--- config.mk ---
export PLATFORM = sky130hd
export DESIGN_NAME = instr_cache_flat
export DESIGN_NICKNAME = d
export VERILOG_FILES = /design/src/rtl/instr_cache_pkg.sv /design/src/rtl/instr_cache_if.sv /design/src/rtl/icache_array.sv /design/src/rtl/instr_cache.sv /design/src/flat_wrapper.sv
export SDC_FILE = /design/constraint.sdc
export NUM_CORES = 2
export LEC_CHECK = 0
export BUFFER_PORTS_ARGS = -buffer_cell sky130_fd_sc_hd__buf_2
export CAP_MARGIN = 20
export CORE_MARGIN = 1.5
export CORE_UTILIZATION = 30
export DETAILED_ROUTE_END_ITERATION = 12
export GPL_ROUTABILITY_DRIVEN = 0
export PLACE_DENSITY = 0.55
export SYNTH_ARGS = -nofsm -noshare
export SYNTH_HDL_FRONTEND = slang
export SYNTH_SLANG_ARGS = --single-unit
--- constraint.sdc ---
create_clock -name clk -period 11.6 [get_ports clk]
set_input_delay 2.32 -clock clk [delete_from_list [all_inputs] [get_ports clk]]
set_output_delay 2.32 -clock clk [all_outputs]
set_load 0.05 [all_outputs]
--- src/rtl/instr_cache_pkg.sv ---
// instr_cache_pkg: shared FSM encoding and default geometry for the instruction cache
package instr_cache_pkg;
  localparam int ICACHE_INDEX_BITS = 6;
  typedef enum logic [1:0] {
    S_IDLE    = 2'd0,
    S_MISS    = 2'd1,
    S_DISCARD = 2'd2
  } state_e;
endpackage

--- src/rtl/instr_cache_if.sv ---
// instr_cache_if: fetch-stage and memory-controller signals of the instruction cache
interface instr_cache_if;
  logic        if_req;
  logic [31:0] if_pc;
  logic        if_clear;
  logic        if_ready;
  logic        if_valid;
  logic [31:0] if_instr;
  logic        mem_req;
  logic [31:0] mem_addr;
  logic        mem_valid;
  logic [31:0] mem_instr;
  logic [31:0] hit_cnt;
  logic [31:0] miss_cnt;
  modport master (
    output if_req, if_pc, if_clear, mem_valid, mem_instr,
    input  if_ready, if_valid, if_instr, mem_req, mem_addr, hit_cnt, miss_cnt
  );
  modport slave (
    input  if_req, if_pc, if_clear, mem_valid, mem_instr,
    output if_ready, if_valid, if_instr, mem_req, mem_addr, hit_cnt, miss_cnt
  );
endinterface

--- src/rtl/icache_array.sv ---
// icache_array: direct-mapped tag/valid/data store, one write port, async read, valid bits cleared on rst
module icache_array #(
  parameter int INDEX_BITS = 6,
  parameter int TAG_BITS = 30 - INDEX_BITS
) (
  input  logic                  clk,
  input  logic                  rst,
  input  logic                  we,
  input  logic [INDEX_BITS-1:0] wr_idx,
  input  logic [TAG_BITS-1:0]   wr_tag,
  input  logic [31:0]           wr_data,
  input  logic [INDEX_BITS-1:0] rd_idx,
  output logic                  rd_valid,
  output logic [TAG_BITS-1:0]   rd_tag,
  output logic [31:0]           rd_data
);
  localparam int LINES = 1 << INDEX_BITS;
  logic [LINES-1:0]    valid_q, valid_d;
  logic [TAG_BITS-1:0] tag_mem [LINES];
  logic [31:0]         data_mem [LINES];
  always_comb valid_d = we ? valid_q | (LINES'(1) << wr_idx) : valid_q;
  always_ff @(posedge clk) valid_q <= rst ? '0 : valid_d;
  always_ff @(posedge clk)
    if (we) begin
      tag_mem[wr_idx]  <= wr_tag;
      data_mem[wr_idx] <= wr_data;
    end
  assign rd_valid = valid_q[rd_idx];
  assign rd_tag   = tag_mem[rd_idx];
  assign rd_data  = data_mem[rd_idx];
endmodule

--- src/rtl/instr_cache.sv ---
// instr_cache: direct-mapped, one word per line instruction cache with blocking miss handling.
// Define ICACHE_STATS_EN to build the hit/miss statistics counters.
module instr_cache
  import instr_cache_pkg::*;
#(
  parameter int INDEX_BITS = ICACHE_INDEX_BITS
) (
  input logic         clk,
  input logic         rst,
  input logic         rdy,
  instr_cache_if.slave bus
);
  localparam int TAG_BITS = 30 - INDEX_BITS;
  state_e              state_q, state_d;
  logic                mem_req_q, mem_req_d, if_valid_q, if_valid_d;
  logic [31:0]         mem_addr_q, mem_addr_d, if_instr_q, if_instr_d;
  logic                we, rd_valid, hit, accept;
  logic [TAG_BITS-1:0] rd_tag;
  logic [31:0]         rd_data;
  icache_array #(.INDEX_BITS(INDEX_BITS)) u_array (
    .clk,
    .rst,
    .we,
    .wr_idx  (mem_addr_q[INDEX_BITS+1:2]),
    .wr_tag  (mem_addr_q[31:INDEX_BITS+2]),
    .wr_data (bus.mem_instr),
    .rd_idx  (bus.if_pc[INDEX_BITS+1:2]),
    .rd_valid,
    .rd_tag,
    .rd_data
  );
  assign hit    = rd_valid && rd_tag == bus.if_pc[31:INDEX_BITS+2];
  assign accept = rdy && state_q == S_IDLE && bus.if_req && !bus.if_clear;
  // mem_addr_q doubles as the latched miss address used for the fill
  always_comb begin
    state_d    = state_q;
    mem_req_d  = mem_req_q;
    mem_addr_d = mem_addr_q;
    if_valid_d = rdy ? 1'b0 : if_valid_q;
    if_instr_d = if_instr_q;
    we         = 1'b0;
    if (rdy)
      case (state_q)
        S_IDLE:
          if (accept) begin
            if (hit) begin
              if_valid_d = 1'b1;
              if_instr_d = rd_data;
            end else begin
              mem_req_d  = 1'b1;
              mem_addr_d = bus.if_pc & ~32'h3;
              state_d    = S_MISS;
            end
          end
        S_MISS:
          if (bus.mem_valid) begin
            we         = 1'b1;
            mem_req_d  = 1'b0;
            if_valid_d = !bus.if_clear;
            if_instr_d = bus.if_clear ? if_instr_q : bus.mem_instr;
            state_d    = S_IDLE;
          end else if (bus.if_clear) begin
            state_d = S_DISCARD;
          end
        S_DISCARD:
          if (bus.mem_valid) begin
            we        = 1'b1;
            mem_req_d = 1'b0;
            state_d   = S_IDLE;
          end
        default: state_d = S_IDLE;
      endcase
  end
  always_ff @(posedge clk)
    if (rst) begin
      state_q    <= S_IDLE;
      mem_req_q  <= 1'b0;
      mem_addr_q <= '0;
      if_valid_q <= 1'b0;
      if_instr_q <= '0;
    end else begin
      state_q    <= state_d;
      mem_req_q  <= mem_req_d;
      mem_addr_q <= mem_addr_d;
      if_valid_q <= if_valid_d;
      if_instr_q <= if_instr_d;
    end
  assign bus.if_ready = state_q == S_IDLE && !bus.if_clear;
  assign bus.if_valid = if_valid_q;
  assign bus.if_instr = if_instr_q;
  assign bus.mem_req  = mem_req_q;
  assign bus.mem_addr = mem_addr_q;
`ifdef ICACHE_STATS_EN
  logic [31:0] hit_cnt_q, hit_cnt_d, miss_cnt_q, miss_cnt_d;
  always_comb begin
    hit_cnt_d  = hit_cnt_q + {31'd0, accept && hit};
    miss_cnt_d = miss_cnt_q + {31'd0, accept && !hit};
  end
  always_ff @(posedge clk)
    if (rst) begin
      hit_cnt_q  <= '0;
      miss_cnt_q <= '0;
    end else begin
      hit_cnt_q  <= hit_cnt_d;
      miss_cnt_q <= miss_cnt_d;
    end
  assign bus.hit_cnt  = hit_cnt_q;
  assign bus.miss_cnt = miss_cnt_q;
`else
  assign bus.hit_cnt  = '0;
  assign bus.miss_cnt = '0;
`endif
endmodule

--- src/flat_wrapper.sv ---
// flat-port wrapper written by rule: the top's interface ports become plain ports
module instr_cache_flat import instr_cache_pkg::*;
#(
  parameter int INDEX_BITS = ICACHE_INDEX_BITS
)
  (clk, rst, rdy, bus_if_req, bus_if_pc, bus_if_clear, bus_mem_valid, bus_mem_instr, bus_if_ready, bus_if_valid, bus_if_instr, bus_mem_req, bus_mem_addr, bus_hit_cnt, bus_miss_cnt);
  instr_cache_if bus_i ();
  input logic clk;
  input logic rst;
  input logic rdy;
  input wire logic [$bits(bus_i.if_req)-1:0] bus_if_req;
  input wire logic [$bits(bus_i.if_pc)-1:0] bus_if_pc;
  input wire logic [$bits(bus_i.if_clear)-1:0] bus_if_clear;
  input wire logic [$bits(bus_i.mem_valid)-1:0] bus_mem_valid;
  input wire logic [$bits(bus_i.mem_instr)-1:0] bus_mem_instr;
  output wire logic [$bits(bus_i.if_ready)-1:0] bus_if_ready;
  output wire logic [$bits(bus_i.if_valid)-1:0] bus_if_valid;
  output wire logic [$bits(bus_i.if_instr)-1:0] bus_if_instr;
  output wire logic [$bits(bus_i.mem_req)-1:0] bus_mem_req;
  output wire logic [$bits(bus_i.mem_addr)-1:0] bus_mem_addr;
  output wire logic [$bits(bus_i.hit_cnt)-1:0] bus_hit_cnt;
  output wire logic [$bits(bus_i.miss_cnt)-1:0] bus_miss_cnt;
  assign bus_i.if_req = bus_if_req;
  assign bus_i.if_pc = bus_if_pc;
  assign bus_i.if_clear = bus_if_clear;
  assign bus_i.mem_valid = bus_mem_valid;
  assign bus_i.mem_instr = bus_mem_instr;
  assign bus_if_ready = bus_i.if_ready;
  assign bus_if_valid = bus_i.if_valid;
  assign bus_if_instr = bus_i.if_instr;
  assign bus_mem_req = bus_i.mem_req;
  assign bus_mem_addr = bus_i.mem_addr;
  assign bus_hit_cnt = bus_i.hit_cnt;
  assign bus_miss_cnt = bus_i.miss_cnt;
  instr_cache #(.INDEX_BITS(INDEX_BITS)) u_core (.clk(clk), .rst(rst), .rdy(rdy), .bus(bus_i));
endmodule
==> qor.yml <==
cells_and_area:
  fin_cells: 13270
  final_nets: 6781
  area_growth_pct: 15.01
  final_common_cell: "edfxtp_1"
  final_cell_mix: "3584 x edfxtp_1, 988 x mux4_2, 371 x clkbuf_16"
  layout-drive-gt1-share: 0.2924
critical_path:
  criticalPathCategory: "in2reg"
  critical_path_required_ps: 12340
  critPathLaunchType: "input pin"
  endpoint_kind: "flop"
  critPathMaxFanout: 98
  critical_path_arrival_ps: 8370
timing:
  hold_viol: 0
  min_period_ps: 7624
  fmax_mhz: 131.2
  fin_worst_skew_ps: 65.36
  fin_crit_sh: 0.6572
  rsz0062_at_grt: "false"
  setup_violations: 0
  fin_tns_setup_ps: 0
  max-slew-margin-rel: 0.1389
  tightest_slew_ps: 1292
  finalMaxSlewViolations: 0
detailed_routing:
  initialDrtViolationCount: 8685
  drt_wl_total_mm: 424.9
  avgViaCountPerCell: 5.251
  num_vias: 69680
  drc: 0
  ant_nets: 0
  post_drt_wl_per_cell_microns: 32.02
  detail_route.first_pass.iterations: 5
yosys:
  synth_cells: 6295
  yosys_warnings: 0
  async_flop_share: 0
  synth_area_sq_um: 142600
  synth_edf_count: 3584
  synthFlopType: "edfxtp_1"
  yosys_register_bits: 3714
  yosysTopAreaCellShare: 0.7547
  syn-mean-instance-area_sq_um: 22.65
  synth_top_area_cell: "edfxtp_1"
  synth_area_leaders: "edfxtp_1 75%, mux4_2 16%, dfxtp_1 1.8%"
  synth_cell_types: 69
  synth-seq-area-share: 0.7729
global_route:
  antenna_found_initial: 26
  grt_pass1_vias: 69960
  overflow: 0
  grt_first_pass_wirelength_mm: 581.3
  track_usage: 0.1723
  grt_max_degree: 117
outcome:
  outcome: "finished, final reports clean"
die:
  fp.dieW_microns: 692.5
  io_pins: 201
  initial_core_util: 0.3007
  die_area_sq_um: 479500
  rows: 253
  core_sq_um: 474200
  die_y_microns: 692.5
placed_design:
  io_buffers: 132
  placed_cells: 12580
  dp_hpwl_mm: 231.6
clocking:
  hold_buffers: 0
  cts_resized: 0
  clockBufferDepth: 4
  root_buffer: "clkbuf_16"
  cts.sinks: 3714
  cts_tree: "built"
  ctsHtreeMaxLevel: 5
  cts_setup_buffers: 0
  cts_made_buffers: 367
  clk_latency_ps: 950
  clk_pin_slew_worst_paths_ps: 60
hold_path:
  hp-class: "reg2reg"
run:
  maxCapViolCount: 0
pwr:
  power.density_nw_per_um2: 169.9
  peakVddDrop_mv: 0.1187
  p_leak_nw: 48.73
-- worst max-delay path: stages --
cell	delay, ps
buf_12	430
buf_12	590
mux4_2	590
a22o_1	220
a221oi_1	990
o2111ai_1	390
o211ai_1	230
xor2_1	160
nand4_1	310
nor3_4	280
buf_4	560
a21o_2	560
buf_12	270
a211oi_1	110
-- power breakdown --
group          switching [mW]  internal, mW
registers             0.00700          14.7
clock network            5.20          6.78
logic                   0.769         0.446
total                    5.98          21.9
-- Yosys cell counts (all sizes together), types with 9 or more instances --
cell type  instances
a211oi            76
a21oi             56
a221oi            18
a22o              20
a22oi             62
and3              13
buf              286
clkbuf           132
dfxtp            130
edfxtp          3584
mux2              16
mux2i            229
mux4             988
nand2             83
nand2b            10
nand3             44
nand3b            34
nand4             16
nor2             212
nor2b             21
nor3              23
nor4              10
o21ai             41
o22ai             64
or3                9
xnor2             12
-- state kept, by name, indices dropped and copies added, names as in the netlist, named ones only --
register,flops
u_core.bus.mem_addr,30
u_core.state_q,2
u_core.u_array.valid_q,64
u_core.bus.if_instr,32
u_core.u_array.data_mem,2048
u_core.u_array.tag_mem,1536
u_core.bus.mem_req,1
-- metal layers --
| metal | track usage | wire (microns) | vias up |
|---|---|---|---|
| met2 | 0.2990 | 215400 | 3031 |
| met3 | 0.02556 | 29000 | 598 |
| met5 | 0 | 49 | - |
| li1 | - | - | 27520 |
| met4 | 0.05202 | 13820 | 10 |
| met1 | 0.2233 | 166700 | 38530 |
-- worst paths after layout --
path | start | to | slack [ps] | cells after the start
worst max-delay path | bus_if_pc[2] | u_core.bus.if_instr[2] | 3980 | 14
worst min-delay path | u_core.u_array.valid_q[42] | u_core.u_array.valid_q[42] | 470 | 2
worst max register to register | u_core.u_array.tag_mem[38][5] | u_core.bus.if_instr[2] | 6330 | 12
worst min register to register | u_core.u_array.valid_q[42] | u_core.u_array.valid_q[42] | 470 | 2
-- logic make-up (layout without fill, tap and decap cells) --
family,Yosys count,after routing,share of synthesized area
flops,3714,3714,0.7729
buf+inv,424,1081,0.01569
xor+xnor,18,18,0.001105
fa+ha+maj,3,3,0.0002632
compound gates,399,399,0.01951
simple gates,503,503,0.01709
mux,1233,1233,0.1734
other cells,1,73,0.00002630
-- cell type report --
cell class | count | area, sq um
Tap cell | 6247 | 7816
Timing Repair Buffer | 397 | 2970
Inverter | 6 | 35.03
Antenna cell | 7 | 17.52
Clock inverter | 233 | 2382
Clock buffer | 445 | 9632
Fill cell | 43500 | 310200
Sequential cell | 3714 | 110300
Multi-Input combinational cell | 2222 | 30890
-- metrics by stage --
stage                 util  power, mW  area (sq um)  setup slack, ps  hold WS [ps]
floorplan                -      15.73        142900             3784         434.8
global placement    0.3200      16.16        151700             2591         445.0
detailed placement  0.3201      16.18        151800             2509         454.9
CTS                 0.3455      28.08        163800             3479         468.2
global route        0.3458      28.59        164000             3780         489.7
finish              0.3459      27.87        164000             3976         469.1
Note: power is estimated with default switching activity, not from simulation.
